[config.mk]
export PLATFORM = sky130hd
export DESIGN_NAME = mul_div_unit_flat
export DESIGN_NICKNAME = d
export VERILOG_FILES = /design/src/rtl/mul_div_unit_if.sv /design/src/rtl/mul_div_unit.sv /design/src/flat_wrapper.sv
export SDC_FILE = /design/constraint.sdc
export NUM_CORES = 1
export LEC_CHECK = 0
export BUFFER_PORTS_ARGS = -buffer_cell sky130_fd_sc_hd__buf_2
export CORE_AREA = 10 10 249 251
export CTS_CLUSTER_SIZE = 12
export DETAILED_ROUTE_END_ITERATION = 16
export DIE_AREA = 0 0 259 261
export PLACE_DENSITY = 0.4
export SLEW_MARGIN = 5
export SYNTH_ARGS = -nofsm -noshare
export SYNTH_HDL_FRONTEND = slang
export SYNTH_SLANG_ARGS = --single-unit
[constraint.sdc]
create_clock -name clk -period 4.1 [get_ports clk]
set_clock_uncertainty 0.2 [all_clocks]
set_input_delay 0.205 -clock clk [delete_from_list [all_inputs] [get_ports clk]]
set_output_delay 0.205 -clock clk [all_outputs]
set_load 0.02 [all_outputs]
[src/rtl/mul_div_unit_if.sv]
// -----------------------------------------------------------------------------
// mul_div_unit_if
// Request/response bundle between the execute stage and the iterative RV32M
// multiply/divide unit.
//   Start    : request. The unit samples it only when it is idle or in DONE.
//   Funct3   : operation select (MUL, MULH, MULHSU, MULHU, DIV, DIVU, REM, REMU)
//   SrcA     : rs1 operand (multiplicand / dividend)
//   SrcB     : rs2 operand (multiplier / divisor)
//   Kill     : synchronous abort (pipeline flush)
//   Busy     : an operation occupies the unit
//   Done     : one-cycle pulse, MDResult is valid
//   MDResult : registered result, holds until the next completion
// Modports: master = execute stage / requester, slave = the unit.
// -----------------------------------------------------------------------------
interface mul_div_unit_if #(
   parameter int DATA_WIDTH = 32
);
   logic                  Start;
   logic [2:0]            Funct3;
   logic [DATA_WIDTH-1:0] SrcA;
   logic [DATA_WIDTH-1:0] SrcB;
   logic                  Kill;
   logic                  Busy;
   logic                  Done;
   logic [DATA_WIDTH-1:0] MDResult;

   modport master (
      output Start, Funct3, SrcA, SrcB, Kill,
      input  Busy, Done, MDResult
   );

   modport slave (
      input  Start, Funct3, SrcA, SrcB, Kill,
      output Busy, Done, MDResult
   );
endinterface

[src/rtl/mul_div_unit.sv]
// -----------------------------------------------------------------------------
// mul_div_unit
// Iterative RV32M multiply/divide unit. Operands are converted to magnitudes on
// acceptance, processed one bit per cycle (shift-add multiply or restoring
// divide) for DATA_WIDTH cycles, then sign-corrected in a single FIX cycle.
// Latency from accepted Start to Done is a fixed DATA_WIDTH+1 cycles.
// Ports:
//   clk   : clock, rising edge
//   rst_n : asynchronous active-low reset
//   bus   : mul_div_unit_if slave modport (Start/Funct3/SrcA/SrcB/Kill in,
//           Busy/Done/MDResult out)
// -----------------------------------------------------------------------------
module mul_div_unit #(
   parameter int DATA_WIDTH = 32
) (
   input  logic           clk,
   input  logic           rst_n,
   mul_div_unit_if.slave  bus
);

   localparam int W     = DATA_WIDTH;
   localparam int CNT_W = $clog2(DATA_WIDTH);

   localparam logic [1:0] IDLE = 2'd0;
   localparam logic [1:0] CALC = 2'd1;
   localparam logic [1:0] FIX  = 2'd2;
   localparam logic [1:0] DONE = 2'd3;

   localparam logic [CNT_W-1:0] LAST_CNT = CNT_W'(DATA_WIDTH - 1);
   localparam logic [W-1:0]     MIN_NEG  = {1'b1, {(W-1){1'b0}}};
   localparam logic [W-1:0]     ALL_ONES = {W{1'b1}};

   localparam logic [2:0] F_MUL    = 3'b000;
   localparam logic [2:0] F_MULH   = 3'b001;
   localparam logic [2:0] F_MULHSU = 3'b010;
   localparam logic [2:0] F_MULHU  = 3'b011;
   localparam logic [2:0] F_DIV    = 3'b100;
   localparam logic [2:0] F_DIVU   = 3'b101;
   localparam logic [2:0] F_REM    = 3'b110;
   localparam logic [2:0] F_REMU   = 3'b111;

   // ---------------------------------------------------------------------------
   // State and datapath registers
   // ---------------------------------------------------------------------------
   logic [1:0]       state_reg;
   logic [1:0]       state_next;
   logic [CNT_W-1:0] cnt_reg;
   logic [2:0]       funct3_reg;
   // Multiply: multiplicand magnitude. Divide: divisor magnitude.
   logic [W-1:0]     opnd_reg;
   // Multiply: {partial product high, multiplier shifting out / product low}.
   // Divide:   {partial remainder, dividend shifting out / quotient shifting in}.
   logic [2*W-1:0]   acc_reg;
   logic [W-1:0]     src_a_reg;
   logic             neg_a_reg;
   logic             neg_b_reg;
   logic             div_zero_reg;
   logic             ovf_reg;
   logic [W-1:0]     md_result_reg;

   // ---------------------------------------------------------------------------
   // Request decode (used only on the accepting edge)
   // ---------------------------------------------------------------------------
   logic         start_ok;
   logic         is_div_req;
   logic         a_signed_req;
   logic         b_signed_req;
   logic         a_neg_req;
   logic         b_neg_req;
   logic [W-1:0] a_mag_req;
   logic [W-1:0] b_mag_req;
   logic         div_zero_req;
   logic         ovf_req;

   always_comb begin
      start_ok = bus.Start && !bus.Kill &&
                 ((state_reg == IDLE) || (state_reg == DONE));

      is_div_req = bus.Funct3[2];

      a_signed_req = 1'b0;
      b_signed_req = 1'b0;
      unique case (bus.Funct3)
         F_MUL, F_MULH, F_DIV, F_REM: begin
            a_signed_req = 1'b1;
            b_signed_req = 1'b1;
         end
         F_MULHSU: begin
            a_signed_req = 1'b1;
            b_signed_req = 1'b0;
         end
         F_MULHU, F_DIVU, F_REMU: begin
            a_signed_req = 1'b0;
            b_signed_req = 1'b0;
         end
         default: begin
            a_signed_req = 1'b0;
            b_signed_req = 1'b0;
         end
      endcase

      a_neg_req = a_signed_req && bus.SrcA[W-1];
      b_neg_req = b_signed_req && bus.SrcB[W-1];

      // The most negative value maps to itself, which read as unsigned is the
      // correct magnitude 2^(W-1).
      a_mag_req = a_neg_req ? (-bus.SrcA) : bus.SrcA;
      b_mag_req = b_neg_req ? (-bus.SrcB) : bus.SrcB;

      div_zero_req = is_div_req && (bus.SrcB == '0);
      ovf_req      = ((bus.Funct3 == F_DIV) || (bus.Funct3 == F_REM)) &&
                     (bus.SrcA == MIN_NEG) && (bus.SrcB == ALL_ONES);
   end

   // ---------------------------------------------------------------------------
   // One iteration step
   // ---------------------------------------------------------------------------
   logic [W:0]     mul_sum;
   logic [W:0]     div_partial;
   logic           div_ge;
   logic [W-1:0]   div_diff;
   logic [2*W-1:0] acc_step;

   always_comb begin
      // Shift-add: conditionally add the multiplicand into the high half, then
      // shift the whole accumulator right; the carry lands in the top bit.
      mul_sum = {1'b0, acc_reg[2*W-1:W]} +
                (acc_reg[0] ? {1'b0, opnd_reg} : {(W+1){1'b0}});

      // Restoring divide: bring the next dividend bit into the remainder and
      // keep the difference only if it did not go negative.
      div_partial = {acc_reg[2*W-1:W], acc_reg[W-1]};
      div_ge      = (div_partial >= {1'b0, opnd_reg});
      // When div_ge holds the difference is below the divisor, so W bits suffice.
      div_diff    = div_partial[W-1:0] - opnd_reg;

      if (funct3_reg[2]) begin
         if (div_ge) begin
            acc_step = {div_diff, acc_reg[W-2:0], 1'b1};
         end else begin
            acc_step = {div_partial[W-1:0], acc_reg[W-2:0], 1'b0};
         end
      end else begin
         acc_step = {mul_sum, acc_reg[W-1:1]};
      end
   end

   // ---------------------------------------------------------------------------
   // Sign correction and special-case override (evaluated in FIX)
   // ---------------------------------------------------------------------------
   logic [2*W-1:0] product;
   logic [W-1:0]   quot;
   logic [W-1:0]   rem;
   logic [W-1:0]   fix_result;

   always_comb begin
      product = (neg_a_reg ^ neg_b_reg) ? (-acc_reg) : acc_reg;
      quot    = (neg_a_reg ^ neg_b_reg) ? (-acc_reg[W-1:0]) : acc_reg[W-1:0];
      rem     = neg_a_reg ? (-acc_reg[2*W-1:W]) : acc_reg[2*W-1:W];

      if (div_zero_reg) begin
         quot = ALL_ONES;
         rem  = src_a_reg;
      end else if (ovf_reg) begin
         quot = MIN_NEG;
         rem  = '0;
      end

      unique case (funct3_reg)
         F_MUL:                      fix_result = product[W-1:0];
         F_MULH, F_MULHSU, F_MULHU:  fix_result = product[2*W-1:W];
         F_DIV, F_DIVU:              fix_result = quot;
         F_REM, F_REMU:              fix_result = rem;
         default:                    fix_result = '0;
      endcase
   end

   // ---------------------------------------------------------------------------
   // Control FSM
   // ---------------------------------------------------------------------------
   always_comb begin
      state_next = state_reg;
      if (bus.Kill) begin
         // Flush wins over everything, including a simultaneous Start.
         state_next = IDLE;
      end else begin
         unique case (state_reg)
            IDLE: if (bus.Start) state_next = CALC;
            CALC: if (cnt_reg == LAST_CNT) state_next = FIX;
            FIX:  state_next = DONE;
            DONE: state_next = bus.Start ? CALC : IDLE;
            default: state_next = IDLE;
         endcase
      end
   end

   always_ff @(posedge clk or negedge rst_n) begin
      if (!rst_n) begin
         state_reg     <= IDLE;
         cnt_reg       <= '0;
         funct3_reg    <= '0;
         opnd_reg      <= '0;
         acc_reg       <= '0;
         src_a_reg     <= '0;
         neg_a_reg     <= 1'b0;
         neg_b_reg     <= 1'b0;
         div_zero_reg  <= 1'b0;
         ovf_reg       <= 1'b0;
         md_result_reg <= '0;
      end else begin
         state_reg <= state_next;

         if (start_ok) begin
            funct3_reg   <= bus.Funct3;
            cnt_reg      <= '0;
            src_a_reg    <= bus.SrcA;
            neg_a_reg    <= a_neg_req;
            neg_b_reg    <= b_neg_req;
            div_zero_reg <= div_zero_req;
            ovf_reg      <= ovf_req;
            if (is_div_req) begin
               opnd_reg <= b_mag_req;
               acc_reg  <= {{W{1'b0}}, a_mag_req};
            end else begin
               opnd_reg <= a_mag_req;
               acc_reg  <= {{W{1'b0}}, b_mag_req};
            end
         end else if ((state_reg == CALC) && !bus.Kill) begin
            acc_reg <= acc_step;
            cnt_reg <= cnt_reg + CNT_W'(1);
         end

         // A flush during FIX discards the result; MDResult keeps its old value.
         if ((state_reg == FIX) && !bus.Kill) begin
            md_result_reg <= fix_result;
         end
      end
   end

   // ---------------------------------------------------------------------------
   // Outputs: all derived from registers only
   // ---------------------------------------------------------------------------
   assign bus.Busy     = (state_reg == CALC) || (state_reg == FIX);
   assign bus.Done     = (state_reg == DONE);
   assign bus.MDResult = md_result_reg;

endmodule

[src/flat_wrapper.sv]
// flat-port wrapper written by rule: the top's interface ports become plain ports
module mul_div_unit_flat 
#(
   parameter int DATA_WIDTH = 32
)
  (clk, rst_n, bus_Start, bus_Funct3, bus_SrcA, bus_SrcB, bus_Kill, bus_Busy, bus_Done, bus_MDResult);
  mul_div_unit_if #(.DATA_WIDTH(DATA_WIDTH)) bus_i ();
  input  logic clk;
  input  logic rst_n;
  input wire logic [$bits(bus_i.Start)-1:0] bus_Start;
  input wire logic [$bits(bus_i.Funct3)-1:0] bus_Funct3;
  input wire logic [$bits(bus_i.SrcA)-1:0] bus_SrcA;
  input wire logic [$bits(bus_i.SrcB)-1:0] bus_SrcB;
  input wire logic [$bits(bus_i.Kill)-1:0] bus_Kill;
  output wire logic [$bits(bus_i.Busy)-1:0] bus_Busy;
  output wire logic [$bits(bus_i.Done)-1:0] bus_Done;
  output wire logic [$bits(bus_i.MDResult)-1:0] bus_MDResult;
  assign bus_i.Start = bus_Start;
  assign bus_i.Funct3 = bus_Funct3;
  assign bus_i.SrcA = bus_SrcA;
  assign bus_i.SrcB = bus_SrcB;
  assign bus_i.Kill = bus_Kill;
  assign bus_Busy = bus_i.Busy;
  assign bus_Done = bus_i.Done;
  assign bus_MDResult = bus_i.MDResult;
  mul_div_unit #(.DATA_WIDTH(DATA_WIDTH)) u_core (.clk(clk), .rst_n(rst_n), .bus(bus_i));
endmodule
==> flow_metrics.tcl <==
set metrics [dict create \
    count_of_mapped_cells_out_of_synthesis 2174 \
    worst-r2r-setup-slack_ps 120 \
    holdPathEnd "u_core.opnd_reg[19]$_DFFE_PN0P_" \
    total_power_uw 18000 \
    comb_power_share_pct 70.2 \
    cts_made_buffers 17 \
    swShare_pct 55.5 \
    slowest_delay_ps 800 \
    postSynth.topFlopCell "dfrtp_1" \
    via_count 17000 \
    hold_path_class "input port to flip-flop" \
    drv_slew 0 \
    syn_to_final_growth_pct 16.5 \
    path_clk_slew_ps 80 \
    clk-insertion-delay-late_ps 500 \
    synth_async_sr_flop_share_pct 100 \
    netlist.area_leader.share_pct 26.6 \
    placeableCoreArea_um2 57100 \
    detail_route.wirelength_um 75900 \
    drtAntennaViolNets 0 \
    worstReg2RegStart "u_core.acc_reg[10]$_DFFE_PN0P_" \
    yosys-top-cells-area "dfrtp_1 (27%), a21oi_1 (6.5%), xnor2_1 (6.2%)" \
    clock_tree.buffer_depth 2 \
    rsz0062_at_grt "no" \
    criticalPathCategory "flip-flop to flip-flop" \
    synthesis.area_per_instance_um2 7.53 \
    synth_seq_area_share_pct 26.6 \
    finalCritPeriodShare_pct 97.0 \
    num_io_pins 105 \
    synthesis.yosys.warnings 0 \
    critical_path.reg2reg.endpoint "u_core.bus.MDResult[3]$_DFFE_PN0P_" \
    finalNetCount 2426 \
    critical_path.max_fanout 8 \
    outcome "finished clean" \
    drc 0 \
    placed_cells_incl_taps 2971 \
    p_clk_share_pct 9.8 \
    min-delay-start "bus_SrcB[19]" \
    synth_area_leader_cell "dfrtp_1" \
    setup.worst_path.start_class "flip-flop" \
    first_iter_violations 1503 \
    globalRoute.totalOverflow 0 \
    tns_ps 0 \
    power_frac_seq_pct 20.0 \
    cts_htree_levels 4 \
    largest_net_degree_at_the_start_of_global_routing 107 \
    detail_route.wl_per_cell_um 24.8 \
    die_area_um2 67600 \
    power_per_cell_area_nw_per_um2 944 \
    floorplan.initialDensity_pct 28.6 \
    antenna_found_initial 0 \
    vias_per_cell 5.58 \
    cp-end-kind "flip-flop" \
    cts_tree "yes" \
    number_of_flip_flops_under_the_largest_register_name 64 \
    synth_cell_types 89 \
    place_hpwl_um 60200 \
    worst_r2r_path_depth 9 \
    grt_pass1_vias 16500 \
    power_switching_uw 10000 \
    report.final.hold_viol_count 0 \
    dieHeight_um 261 \
    internal_power_uw 8000 \
    dieWidth_um 259 \
    synthesis.area_um2 16400 \
    cts_sinks 174 \
    worst_ir_drop_vdd_mv 0.405 \
    grt_first_pass_wirelength_um 112000 \
    fmax_mhz 252 \
    root_buffer "clkbuf_16" \
    post_synth_net_total 2323 \
    critical_path_buf_inv_count 0 \
    total_leakage_power_uw 0.00820 \
    port_buffers 104 \
    finalSetupViolations 0 \
    cell_with_the_largest_stage_delay_on_the_worst_path "nor4_1" \
    worst_pin_slew_ps 1050 \
    critical-path-top-delay-family "simple AND/OR/NAND/NOR gates" \
    critical_path_cell_by_cell "nor4_1, and4b_1, nand4_2, or2_1, o21ai_0, xnor2_1, a221oi_1, a21oi_1, o22a_1" \
    firstDrtPassIters 5 \
    synth_edf_count 0 \
    timing.max_cap.violations 0 \
    n_antenna_cell 0 \
    synth-seq-cells 174 \
    gr-usage-all-layers_pct 22.3 \
    floorplan.rows 88 \
    min_path_cells 4 \
    post_route_cells_drive_above_1_share_pct 11.8 \
    globalplace.congestion 0.952 \
    final-instance-count-excl-fill 3055 \
    cp.required_ps 4290 \
    timing.critical_path.arrival_ps 4170 \
    period_minus_slack_ps 3980 \
    relative_max_transition_margin_pct 29.9 \
]
synth_stat cells (all sizes together), types with 16 or more instances:
cell type  count
a211oi        21
a21o          33
a21oi        215
a221oi        16
a31oi         25
buf           25
clkbuf       126
dfrtp        174
ha            76
inv           75
mux2i         50
nand2        268
nand3         36
nand4         29
nor2         221
nor3          33
nor4          23
o211ai        55
o21ai        205
o31ai         17
or3           25
xnor2        115
xor2          83
area by class of cell:
cell class	count	area, um2
clock inverters	15	184
repair buffers	235	1690
inverters	78	293
well taps	765	957
fillers	6141	38100
clock buffers	17	425
flip-flops and latches	174	4360
multi-input cells	1771	11200
power by group through the flow:
stage	clock network (uW)	logic (uW)	registers [uW]
final	1760	12600	3610
after global routing	1870	13800	3700
after CTS	1820	12500	3580
after detailed placement	0	12400	3610
after global placement	0	12500	3600
after floorplan	0	8370	3210
stage by stage:
| stage | worst slack [ps] | util [%] | hold slack, ps | instance area [um2] |
|---|---|---|---|---|
| after floorplan | 610 | - | -291 | 16400 |
| final | 124 | 33.4 | 23.9 | 19100 |
| after detailed placement | 221 | 31.4 | 96.5 | 17900 |
| after global routing | 47.4 | 33.4 | 28.4 | 19100 |
| after CTS | 182 | 33.4 | 1.60 | 19100 |
| after global placement | 222 | 31.4 | 104 | 17900 |
layer usage:
| layer | vias up | share of wire (%) | track usage (%) | wire length [um] |
|---|---|---|---|---|
| li1 | 8003 | - | - | - |
| met1 | 8336 | 46 | 30.5 | 35200 |
| met2 | 593 | 44 | 34.1 | 33400 |
| met3 | 108 | 5.6 | 3.47 | 4250 |
| met4 | 0 | 4.1 | 9.77 | 3100 |
| met5 | - | 0 | 0 | 0 |
worst max path at each step:
stage	from	to	depth (start not counted)
5_1_grt	u_core.acc_reg[10]$_DFFE_PN0P_	u_core.bus.MDResult[3]$_DFFE_PN0P_	9
6_report	u_core.acc_reg[10]$_DFFE_PN0P_	u_core.bus.MDResult[3]$_DFFE_PN0P_	9
3_3_place_gp	u_core.acc_reg[10]$_DFFE_PN0P_	u_core.bus.MDResult[3]$_DFFE_PN0P_	9
4_1_cts	u_core.acc_reg[10]$_DFFE_PN0P_	u_core.bus.MDResult[3]$_DFFE_PN0P_	9
3_5_place_dp	u_core.acc_reg[10]$_DFFE_PN0P_	u_core.bus.MDResult[3]$_DFFE_PN0P_	9
2_1_floorplan	u_core.acc_reg[35]$_DFFE_PN0P_	u_core.acc_reg[46]$_DFFE_PN0P_	12
layout by cell type, fill, tap and decap left out, types with 13 or more instances in the layout:
cell and count:
o211ai_1 55, mux2i_1 50, nor3_1 32, xnor2_1 114, buf_4 75, nand2b_1 13, a21o_1 33, nand4_1 28
nor2_1 221, o221ai_1 14, dlygate4sd3_1 52, buf_2 103, a211oi_1 21, a31oi_1 24, ha_1 76, o31ai_1 17
a221oi_1 14, clkbuf_16 17, dfrtp_1 173, o21ai_0 200, nand2_1 267, nand3_1 36, inv_1 75, or3_1 24
a21oi_1 214, nor4_1 19, xor2_1 82, o22ai_1 13
cell families after synthesis:
family | Yosys count | share of synthesized area [%]
simple gates | 730 | 20.9
compound gates | 703 | 26.5
buf+inv | 229 | 5.48
xor+xnor | 198 | 10.6
flops | 174 | 26.6
fa+ha+maj | 78 | 6.06
mux | 62 | 3.88
tightest hold or removal path, delay by kind of cell:
family,cells,cell delay (ps)
buf+inv,1,120
xor+xnor,1,80
compound gates,2,260
repair_timing:
item,CTS,global route
endpoints found under the hold margin,123,0
endpoints found under the setup margin,0,3
hold buffers,52,0
buffers inserted,0,0
resized for setup,0,2
No activity file was read; power rests on OpenSTA's default activity.
